<file path="src/rtl/reg_writeback_if.sv">
// reg_writeback_if: result-offer channel from the ALU/load unit into the writeback queue.
interface reg_writeback_if #(parameter int WIDTH = 16);
  logic             res_valid;
  logic [3:0]       res_reg;
  logic [WIDTH-1:0] res_data;
  logic             res_ready;
  modport master (output res_valid, res_reg, res_data, input res_ready);
  modport slave  (input res_valid, res_reg, res_data, output res_ready);
endinterface

</file>
<file path="src/rtl/reg_writeback.sv">
// reg_writeback: queues results for the register bank, issues PC updates with priority,
// and forwards queued/in-flight writes to operand reads.
module reg_writeback #(
  parameter int DEPTH = 4,
  parameter int WIDTH = 16
) (
  input  logic             clk,
  input  logic             rst,
  reg_writeback_if.slave   res,
  input  logic             pc_valid,
  input  logic [WIDTH-1:0] pc_value,
  input  logic             flush,
  input  logic [3:0]       src_reg,
  input  logic [3:0]       dst_reg,
  input  logic [WIDTH-1:0] a_in,
  input  logic [WIDTH-1:0] b_in,
  output logic [WIDTH-1:0] a_fwd,
  output logic [WIDTH-1:0] b_fwd,
  output logic             wr_en,
  output logic [3:0]       wr_reg,
  output logic [WIDTH-1:0] wr_data,
  output logic             pc_inc,
  output logic [WIDTH-1:0] pc_data_in,
  output logic             busy
);
  localparam int AW = $clog2(DEPTH);
  localparam int CW = AW + 1;
  typedef enum logic [1:0] {IDLE, DRAIN, PCUPD} state_t;
  state_t state, state_n;
  logic [3:0]       mem_reg  [DEPTH];
  logic [WIDTH-1:0] mem_data [DEPTH];
  logic [AW-1:0]    rd_ptr, wr_ptr;
  logic [CW-1:0]    count;
  logic [WIDTH-1:0] pc_pend;
  logic             pc_pend_v;
  logic             push_acc, q_issue, pop, store;
  logic [3:0]       head_reg;
  logic [WIDTH-1:0] head_data;
  assign res.res_ready = count != CW'(DEPTH);
  assign busy          = (count != '0) | pc_pend_v;
  assign wr_en         = state == DRAIN;
  assign pc_inc        = state == PCUPD;
  // res_reg 0 is accepted but never stored: the PC is only written via the pc port
  assign push_acc  = res.res_valid & res.res_ready & ~flush & (res.res_reg != 4'd0);
  // An empty queue hands the arriving result straight to the write port for one-cycle latency
  assign head_reg  = count != '0 ? mem_reg[rd_ptr]  : res.res_reg;
  assign head_data = count != '0 ? mem_data[rd_ptr] : res.res_data;
  // A PC arriving this edge holds off both queue issue and an older PC so the latest value wins
  assign q_issue = ~pc_pend_v & ~pc_valid & ~flush & ((count != '0) | push_acc);
  assign pop     = q_issue & (count != '0);
  assign store   = push_acc & ~(q_issue & (count == '0));
  always_comb begin
    state_n = IDLE;
    state_n = (pc_pend_v & ~pc_valid) ? PCUPD : q_issue ? DRAIN : IDLE;
  end
  always_ff @(posedge clk or negedge rst) begin
    if (!rst) state <= IDLE;
    else      state <= state_n;
  end
  always_ff @(posedge clk or negedge rst) begin
    if (!rst) begin
      rd_ptr     <= '0;
      wr_ptr     <= '0;
      count      <= '0;
      pc_pend    <= '0;
      pc_pend_v  <= 1'b0;
      wr_reg     <= '0;
      wr_data    <= '0;
      pc_data_in <= '0;
    end else begin
      rd_ptr    <= rd_ptr + AW'(pop);
      wr_ptr    <= flush ? rd_ptr : wr_ptr + AW'(store);
      count     <= flush ? '0 : count + CW'(store) - CW'(pop);
      pc_pend   <= pc_valid ? pc_value : pc_pend;
      pc_pend_v <= pc_valid | (pc_pend_v & (state_n != PCUPD));
      if (state_n == PCUPD) pc_data_in <= pc_pend;
      if (q_issue) begin
        wr_reg  <= head_reg;
        wr_data <= head_data;
      end
    end
  end
  always_ff @(posedge clk) begin
    if (store) begin
      mem_reg[wr_ptr]  <= res.res_reg;
      mem_data[wr_ptr] <= res.res_data;
    end
  end
  // Oldest-to-newest scan so the newest matching entry overrides older ones and the write port
  function automatic logic [WIDTH-1:0] fwd(input logic [3:0] r, input logic [WIDTH-1:0] v);
    logic [WIDTH-1:0] f;
    logic [AW-1:0]    idx;
    f = (wr_en && wr_reg == r) ? wr_data : v;
    for (int i = 0; i < DEPTH; i++) begin
      idx = rd_ptr + AW'(i);
      if (CW'(i) < count && mem_reg[idx] == r) f = mem_data[idx];
    end
    return r == 4'd0 ? (pc_pend_v ? pc_pend : v) : f;
  endfunction
  always_comb begin
    a_fwd = fwd(src_reg, a_in);
    b_fwd = fwd(dst_reg, b_in);
  end
endmodule

</file>
<file path="src/flat_wrapper.sv">
// flat-port wrapper written by rule: the top's interface ports become plain ports
module reg_writeback_flat 
#(
  parameter int DEPTH = 4,
  parameter int WIDTH = 16
)
  (clk, rst, pc_valid, pc_value, flush, src_reg, dst_reg, a_in, b_in, a_fwd, b_fwd, wr_en, wr_reg, wr_data, pc_inc, pc_data_in, busy, res_res_valid, res_res_reg, res_res_data, res_res_ready);
  reg_writeback_if #(.WIDTH(WIDTH)) res_i ();
  input  logic clk;
  input  logic rst;
  input  logic pc_valid;
  input  logic [WIDTH-1:0] pc_value;
  input  logic flush;
  input  logic [3:0] src_reg;
  input  logic [3:0] dst_reg;
  input  logic [WIDTH-1:0] a_in;
  input  logic [WIDTH-1:0] b_in;
  output logic [WIDTH-1:0] a_fwd;
  output logic [WIDTH-1:0] b_fwd;
  output logic wr_en;
  output logic [3:0] wr_reg;
  output logic [WIDTH-1:0] wr_data;
  output logic pc_inc;
  output logic [WIDTH-1:0] pc_data_in;
  output logic busy;
  input wire logic [$bits(res_i.res_valid)-1:0] res_res_valid;
  input wire logic [$bits(res_i.res_reg)-1:0] res_res_reg;
  input wire logic [$bits(res_i.res_data)-1:0] res_res_data;
  output wire logic [$bits(res_i.res_ready)-1:0] res_res_ready;
  assign res_i.res_valid = res_res_valid;
  assign res_i.res_reg = res_res_reg;
  assign res_i.res_data = res_res_data;
  assign res_res_ready = res_i.res_ready;
  reg_writeback #(.DEPTH(DEPTH), .WIDTH(WIDTH)) u_core (.clk(clk), .rst(rst), .res(res_i), .pc_valid(pc_valid), .pc_value(pc_value), .flush(flush), .src_reg(src_reg), .dst_reg(dst_reg), .a_in(a_in), .b_in(b_in), .a_fwd(a_fwd), .b_fwd(b_fwd), .wr_en(wr_en), .wr_reg(wr_reg), .wr_data(wr_data), .pc_inc(pc_inc), .pc_data_in(pc_data_in), .busy(busy));
endmodule
</file>
<file path="config.mk">
export PLATFORM = sky130hd
export DESIGN_NAME = reg_writeback_flat
export DESIGN_NICKNAME = d
export VERILOG_FILES = /design/src/rtl/reg_writeback_if.sv /design/src/rtl/reg_writeback.sv /design/src/flat_wrapper.sv
export SDC_FILE = /design/constraint.sdc
export NUM_CORES = 1
export LEC_CHECK = 0
export CAP_MARGIN = 20
export CELL_PAD_IN_SITES_DETAIL_PLACEMENT = 0
export CELL_PAD_IN_SITES_GLOBAL_PLACEMENT = 1
export CORE_MARGIN = 5
export CORE_UTILIZATION = 30
export DETAILED_ROUTE_END_ITERATION = 8
export GPL_ROUTABILITY_DRIVEN = 0
export PLACE_DENSITY_LB_ADDON = 0.1
export SLEW_MARGIN = 10
export SYNTH_ARGS = -nofsm -noshare
export SYNTH_HDL_FRONTEND = slang
export SYNTH_SLANG_ARGS = --single-unit
export TNS_END_PERCENT = 10
</file>
<file path="constraint.sdc">
create_clock -name clk -period 7.85 [get_ports clk]
set_input_delay 0.785 -clock clk [delete_from_list [all_inputs] [get_ports clk]]
set_output_delay 0.785 -clock clk [all_outputs]
set_load 0.05 [all_outputs]
</file>
; ---- Word-level counts from Yosys, hierarchy flattened
; Memory sizes are Yosys's and may differ from the RTL's.
; Cells that the tools add are included.
[totals]
regBits = 62
mem_bits_rw = 80
input_bits = 81
out_inout_bits = 72
elab_cells = 92
mem_count = 2
[memory_table]
columns = name, depth, width, rd, rd_clocked_by_memory_dff, write_ports, line
row1 = u_core.mem_data, 4, 16, 4, 0, 1, reg_writeback.sv:31  ; logic [WIDTH-1:0] mem_data [DEPTH];
row2 = u_core.mem_reg, 4, 4, 4, 0, 1, reg_writeback.sv:30  ; logic [3:0] mem_reg [DEPTH];
[op_classes]
n_addsub = 7
magnitude_cmp = 4
eq_ne = 15
n_mux = 22
n_bitwise = 18
reduce_logical = 15
[ops]
columns = operator, count
row1 = $mux W16, 15
row2 = $eq A4 B4 Y1, 10
row3 = $and A1 B1 Y1, 11
row4 = $logic_and A1 B1 Y1, 10
row5 = $logic_not A4 Y1, 2
row6 = $lt A1 B3 Y1 const A, 2
row7 = $lt A2 B3 Y1 const A, 2
row8 = $add A2 B1 Y2, 2
row9 = $add A2 B2 Y2 const B, 2
row10 = $eq A2 B2 Y1 const B, 2
row11 = $mux W2, 2
row12 = $mux W4, 1
row13 = $not A1 Y1, 4
row14 = $reduce_bool A4 Y1, 1
row15 = $add A3 B1 Y3, 1
row16 = $logic_not A3 Y1, 1
row17 = $mux W1, 3
row18 = $mux W3, 1
row19 = $ne A3 B3 Y1 const B, 1
row20 = $or A1 B1 Y1, 3
row21 = $reduce_bool A3 Y1, 1
row22 = $sub A3 B1 Y3, 1
row23 = $add A2 B1 Y2 const B, 1
row24 = $eq A2 B1 Y1 const B, 1
row25 = $ne A2 B2 Y1 const B, 1

; ---- Depth between registers and ports, before layout
[logic_depth]
depth_word = 12
mapped_depth = 10
depth_no_buf = 9

; ---- Worst setup path before layout
; No wires, ideal clock.
[synth_timing]
path_kind = flip-flop to output port
start = reg u_core.state[1]
end = out a_fwd[10]
arrival_ps = 3449
required_ps = 7065
slack_ps = 3616
stages_incl_launch_ff = 8
n_path_buf = 1
cell_sequence = dfrtp_1 nor2b_1 nand2_1 nor4_4 clkbuf_1 mux2i_1 a211o_1 a21oi_1
[synth_between]
elab_chain_cells = 8
[synth_lines]
columns = element, line
row1 = "start, declared", reg_writeback.sv:29  ; state_t state, state_n;
row2 = "start signal, assigned", reg_writeback.sv:58  ; else state <= state_n;
row3 = $eq A2 B1 Y1, reg_writeback.sv:41  ; assign wr_en = state == DRAIN;
row4 = named net wr_en, flat_wrapper.sv:20  ; output logic wr_en;
row5 = $logic_and A1 B1 Y1, reg_writeback.sv:93  ; f = (wr_en && wr_reg == r) ? wr_data : v;
row6 = $mux W16, reg_writeback.sv:93
row7 = $mux W16 (4 in series), reg_writeback.sv:96  ; if (CW'(i) < count && mem_reg[idx] == r) f = mem_data[idx];
row8 = $mux W16, reg_writeback.sv:98  ; return r == 4'd0 ? (pc_pend_v ? pc_pend : v) : f;
row9 = "end, declared", flat_wrapper.sv:18  ; output logic [WIDTH-1:0] a_fwd;
; The timed path passes the listed nets, and every way through them passes these cells.

; ---- Final worst setup path
[layout_timing]
start = reg u_core.rd_ptr[0]
end = out b_fwd[1]
[layout_between]
elab_chain_cells = 8
elab_cells_between_ends = 18
cone_classes = add/sub (3) / eq/ne (4) / mux (5) / reduce/logical (4) / memory (2)
[layout_lines]
columns = element, line
row1 = "start, declared", reg_writeback.sv:32  ; logic [AW-1:0] rd_ptr, wr_ptr;
row2 = "start signal, assigned", reg_writeback.sv:71  ; rd_ptr <= rd_ptr + AW'(pop);
row3 = $add A2 B1 Y2 or $mem_v2 Z4 W4 (tied branches), --
row4 = $mem_v2 Z4 W4 or $eq A4 B4 Y1 (tied branches), --
row5 = $eq A4 B4 Y1 or $logic_and A1 B1 Y1 (tied branches), reg_writeback.sv:96
row6 = $logic_and A1 B1 Y1 or $mux W16 (tied branches), reg_writeback.sv:96
row7 = $mux W16 (2 in series), reg_writeback.sv:96
row8 = $mux W16 (*), reg_writeback.sv:96
row9 = $mux W16 (*), reg_writeback.sv:98
row10 = "end, declared", flat_wrapper.sv:19  ; output logic [WIDTH-1:0] b_fwd;
; Every way passes the cells marked *; elsewhere a longest branch is shown, timed or not.

==> results summary <==
The run finished with clean final reports. The number of hold-slack violations in the final timing report came to 0. Detailed placement ended at an HPWL of ~28 mm. The mean cell area of the mapped netlist is 11.1 µm².

The post-CTS setup repair buffer count is 0. The register with the most flip-flops in the layout has 64 of them. The reg2reg setup slack is 4700 ps. After clock tree synthesis, the clock-pin slew on the worst setup and hold paths is approximately 70 ps. The endpoint of the worst hold-timing path is u_core.pc_data_in[0]$_DFFE_PN0N_. The global router's overall resource usage is 0.191.

CTS placed an instance of clkbuf_16 at the clock tree root. The endpoint identified for the worst register-to-register timing path is u_core.mem_reg[0][3]$_DFFE_PP_. Entering global routing, the biggest net connects between 60 and 70 pins. The count of clock tree sinks came out at 142. TritonCTS built the clock tree. In the final layout, the share of cells above drive strength 1 is 0.177.

In this run the remaining antenna-violating nets after routing total 0. The count of routing violations after the opening detailed-route iteration is approximately 680. The vertical die dimension is just under 200 µm. For the final database, setup skew stands at 18.3 ps. The largest buffer count on any clock path came out at 2. The accumulated negative setup slack is 0 ps. The final-report setup violation count came out at 0. For the worst setup path, the data arrival time is between 4000 and 5000 ps. The post-layout minimum cycle time came out at ~5800 ps.

The total design power came out at 4.48 mW. The worst-margin pin slew came out at 993 ps. The CTS buffer count is 17.

The max-slew violation count is 0. The path class of the tightest hold or removal check is flop to flop. The clock latency of the later-clocked register in the worst-skew pair is 440 ps. The data required time at the worst endpoint is 7070 ps. Summing all flip-flop and latch instances after layout gives 3960 µm². Sorting the synthesized cells by how often they occur yields mux2i_1 (84), edfxtp_1 (80), dfrtp_1 (62). The number of buffer cells added on primary ports came out at 152.

The net total in the final layout is approximately 1100. The first-pass GRT wire length came out at roughly 55 mm. The proportion of netlist area held by the largest area contributor is 0.235. The synthesized net count is 1003. The die area is 37800 µm². Among all cell types in the netlist, the one instantiated most often is mux2i_1.

The total of cells resized after clock tree synthesis is 0. The type of the worst setup path is flop to output pin. For this run, asynchronously set or reset flops after synthesis account for 0.437.

Setup repair after global routing left no endpoint under its margin. The count of vias placed by the detailed router came out at 8208. The synthesis-to-finish area growth is 24.3%.

The startpoint of the lowest-slack hold path is u_core.pc_data_in[0]$_DFFE_PN0N_. The share of the Yosys chip area taken by registers is 0.387. Sorting the synthesized cells by area gives the leading types as edfxtp_1 (24%), dfrtp_1 (15%), mux4_2 (9.7%).

The clock tree synthesis step divided the H-tree into 4 levels. The top-level port count is 153. The type of element capturing the critical path is an output pin.

Along the worst hold path, the cell count comes to 1. The worst reg2reg path depth came out at 4. The detailed-route wire length came out at 36.9 mm. The number of warnings issued by yosys is 0.

The largest total area in the synthesized netlist belongs to edfxtp_1. The via count of the first global-routing pass is 7932. The initial standard-cell utilization of the core is 0.304. u_core.mem_data holds more flip-flops than any other register.

The total of hold buffers inserted after clock tree synthesis is 0. The core footprint is roughly 34000 µm². The maximum operating frequency came out at 173 MHz. The most used flip-flop cell after synthesis is edfxtp_1.

The count of flip-flops with a built-in enable after synthesis is 80. Along the worst path, the maximum fanout reaches 53. In this run the static leakage power is between 4 and 5 nW.

The number of flip-flops and latches in the synthesized netlist came out at around 140. The number of inserted filler cells in the final layout is 3282. VDD sags by at most approximately 0.16 mV. The number of cell rows is 67.

After technology mapping, the gate count stands at between 900 and 1000. The average routed wire per standard cell came out at 24.8 µm. The total overflow reported by the global router came out at 0. The remaining routing DRC violations came out at 0. The kind of start point of the critical path is a flop. The post-synthesis instance area is 10200 µm². The final period utilization came out at 0.736. The die width is 194 µm. Measured against its own limit, the worst slew margin works out to 0.335.

Using the TritonRoute via totals, the vias-per-cell ratio works out to 5.53. The count of cell types in the netlist is 53. In this run the critical register-to-register path is launched from u_core.pc_pend_v$_DFF_PN0_. Max-cap violations in this run came to 0. Summing all multi-input logic gate instances after layout gives 5840 µm². The power density over the cells came out at approximately 350 nW/µm². The first-pass iteration count of the detailed router came out at 5.

The initial antenna violation count came out at 0.
-- per-stage QoR --
step,cells,utilization,hold slack (ps),cell area [µm²],setup WS [ps]
finish,1484,0.378,503,12700,2080
global placement,1450,0.360,487,12100,2550
global route,1483,0.378,515,12700,1730
detailed placement,1450,0.360,493,12100,2500
CTS,1482,0.378,507,12700,2020
floorplan,917,-,489,10200,3620
-- cell usage in the layout (no fill, tap or decap), types with 10 or more instances in the layout --
master           count
mux4_2              44
a211o_1             31
mux2i_1             84
a21oi_1             53
xor2_1              18
a2bb2oi_1           15
clkbuf_16           17
nor2b_1             21
nor3_1              33
a211oi_1            53
mux2_2              54
buf_4               23
nor2_1              59
a211oi_2            10
dfrtp_1             59
mux2_1              12
nand2_1             41
o22ai_1             35
xnor2_1             22
edfxtp_1            80
o31ai_1             31
o21ai_0             17
clkdlybuf4s50_1    151
-- per-layer routing --
| metal | track usage | routed length (µm) | vias to the layer above |
|---|---|---|---|
| met5 | 0 | 0 | - |
| met4 | 0.0349 | 294 | 0 |
| met3 | 0.0391 | 2250 | 16 |
| met2 | 0.255 | 14900 | 281 |
| met1 | 0.315 | 19400 | 4116 |
| li1 | - | - | 3795 |
-- report_power, final --
| part | internal, mW | switching (mW) |
|---|---|---|
| clock | 0.503 | 0.353 |
| combinational | 0.932 | 1.52 |
| sequential | 0.927 | 0.253 |
-- final cells by class --
type                    count  share of cell area
well taps                 448              0.0442
inverters                   6             0.00178
diodes                      1            0.000197
clock buffers              19              0.0341
flip-flops and latches    142               0.312
clock inverters            13              0.0128
repair buffers            176               0.134
multi-input cells         679               0.460
-- cell families after synthesis --
| group | share of synthesized area |
|---|---|
| and+or+nand+nor | 0.0912 |
| adders and majority gates | 0.00687 |
| muxes | 0.255 |
| buffers and inverters | 0.0447 |
| DFF | 0.387 |
| AOI/OAI and AO/OA | 0.175 |
| xor gates and xnor gates | 0.0400 |
-- critical path, cell delays in order (launching register included) --
cell             delay, ps
dfrtp_4                940
buf_4                  620
inv_2                  200
mux2_2                 380
xnor2_2                130
buf_4                  250
or2_1                  540
a21oi_1                180
a211oi_1               350
clkdlybuf4s50_1        870
-- how the worst max path moves through the flow --
stage,startpoint,depth (start not counted),end
after floorplan,u_core.state[1]$_DFF_PN0_,7,a_fwd[10]
after global routing,u_core.rd_ptr[0]$_DFF_PN0_,9,b_fwd[0]
after global placement,u_core.rd_ptr[0]$_DFF_PN0_,9,b_fwd[1]
after CTS,u_core.rd_ptr[0]$_DFF_PN0_,9,b_fwd[0]
final,u_core.rd_ptr[0]$_DFF_PN0_,9,b_fwd[1]
after detailed placement,u_core.rd_ptr[0]$_DFF_PN0_,9,b_fwd[0]
No activity file was read; power rests on OpenSTA's default activity.
==> edit, RTL diff (config.mk and constraints unchanged) <==
The 3 states of `state_t` get a one-hot encoding in 3 bits.
--- a/src/rtl/reg_writeback.sv
+++ b/src/rtl/reg_writeback.sv
@@ -25,7 +25,7 @@
 );
   localparam int AW = $clog2(DEPTH);
   localparam int CW = AW + 1;
-  typedef enum logic [1:0] {IDLE, DRAIN, PCUPD} state_t;
+  typedef enum logic [2:0] {IDLE = 3'b001, DRAIN = 3'b010, PCUPD = 3'b100} state_t;
   state_t state, state_n;
   logic [3:0]       mem_reg  [DEPTH];
   logic [WIDTH-1:0] mem_data [DEPTH];
Function: no difference found for any inputs over 4 cycles, from zero or initial values and one cycle with rst low; so few cycles prove little.
==> edit against the unedited design <==
Design area shrank 3.6%; routed wire length down 5.9%; highest routed layer is now met5; sequential cell count is 1 higher; critical path depth down 1; non-clock buffer count down 4; largest cell class unchanged; clock power is 3.6% lower; area after synthesis is 4.8% lower; worst setup slack gained 0.13 ns; power shrank 8.1%; global-route usage down 0.12 points.
==> edit: results (changes against the unedited design) <==
- NonClk Buf Share: 13.7% (was 13.4%)
- Mux contribution to synthesized area: 25.3% (was 25.5%)
- Register area: 3990 um2 (was 3960 um2)
- Largest net degree at the start of global routing: 64 (was 63)
- M1 WL: 17600 um (was 19400 um)
- Fraction of layout cells with a size suffix above 1: 12.8% (was 17.7%)
- Initial antenna violation count: 2 (was 0)
- DP HPWL: 25200 um (was 27500 um)
- Met1 global-route usage: 28.5% (was 31.5%)
- Dpl ws: 2.51 ns (was 2.50 ns)
- Final Skew: 0.00917 ns (was 0.0183 ns)
- Vias per cell: 5.02 (was 5.53)
- Leak: 0.00509 uW (was 0.00452 uW)
- Routed wire per std cell: 22.6 um (was 24.8 um)
- Async S/R FF share, synth: 44.1% (was 43.7%)
- DP Cell Count: 1500 (was 1450)
- Comb pwr: 2180 uW (was 2450 uW)
- Tightest Pin Transition: 1.06 ns (was 0.993 ns)
- Core area: 32300 um2 (was 33500 um2)
- Cell count after synthesis: 963 (was 917)
- CTS tree: built (unchanged)
- FFs & Latches: 143 (was 142)
- First-pass GRT wire length: 51100 um (was 55400 um)
- Crit path max-delay cell type: clkdlybuf4s50_1 (was dfrtp_4)
- Register area share after synthesis: 41.0% (was 38.7%)
- DR iter-0 viols: 410 (was 679)
- Bufs w/o clock: 172 (was 176)
- Net Count, Synth: 1051 (was 1003)
- M3 GR Usage: 3.43% (was 3.91%)
- Met3 wire len: 1570 um (was 2250 um)
- GRT Overall Usage: 19.0% (was 19.1%)
- Status: finished clean (unchanged)
- Multi-In Gates: 734 (was 679)
- Ant. Diodes: 2 (was 1)
- Met2 Wirelength: 15000 um (was 14900 um)
- Synth cell count leaders: mux2i_1 (156), nand2_1 (151), edfxtp_1 (80), nor2_1 (74), dfrtp_1 (62) (was mux2i_1 (84), edfxtp_1 (80), dfrtp_1 (62), nor2_1 (59), mux2_2 (54))
- Number of global-route vias before repair: 7585 (was 7932)
- M2 GR Usage: 28.5% (was 25.5%)
- Multi-input combinational area share: 44.1% (was 46.0%)
- CP peak stage delay: 0.82 ns (was 0.94 ns)
- Max FO, Critical Path: 21 (was 53)
- Synth Area in XOR/XNOR: 4.06% (was 4.00%)
- Compound-gate portion of the synthesized area: 12.7% (was 17.5%)
- Inverters: 9 (was 6)
- CP Data Arrival Time: 4.86 ns (was 4.99 ns)
- Synthesis-to-layout area growth: 25.8% (was 24.3%)
- Non-filler cells in the finished layout: 1534 (was 1484)
- Clock Power Share: 20.0% (was 19.1%)
- Worst VDD drop: 155 uV (was 165 uV)
- Clock buffers and inverters, area share: 4.77% (was 4.69%)
- Critical path's top delay family: multiplexers (was buffers and inverters)
- Synth unique cells: 51 (was 53)
- Power per cell area: 337 nW/um2 (was 353 nW/um2)
- Clock buffers: 20 (was 19)
- Area contributors post-synth: edfxtp_1 (25%), mux2i_1 (16%), dfrtp_1 (16%) (was edfxtp_1 (24%), dfrtp_1 (15%), mux4_2 (9.7%))
- Sw frac: 46.5% (was 47.3%)
-- edit: changes by cell type after synthesis, moves of 29 or more --
cell      before  now
a211oi_1      53    1
nor3_1        35    6
o31ai_1       31    0
nand2_1       41  151
mux2i_1       84  156
a211o_1       31    0
mux4_2        44   11
-- edit: path summary, 6_finish.rpt --
kind	start	end	slack (ns)	cells past startpoint
min in group asynchronous	rst	u_core.pc_data_in[15]$_DFFE_PN0N_	0.51	1
max in group asynchronous	rst	u_core.rd_ptr[1]$_DFF_PN0_	6.63	1
worst max register to register	u_core.pc_pend_v$_DFF_PN0_	u_core.mem_data[0][14]$_DFFE_PP_	4.55	4
worst max-delay path	u_core.rd_ptr[0]$_DFF_PN0_	b_fwd[14]	2.21	8
worst min register to register	u_core.pc_data_in[9]$_DFFE_PN0N_	u_core.pc_data_in[9]$_DFFE_PN0N_	0.47	2
worst min-delay path	u_core.pc_data_in[9]$_DFFE_PN0N_	u_core.pc_data_in[9]$_DFFE_PN0N_	0.47	2
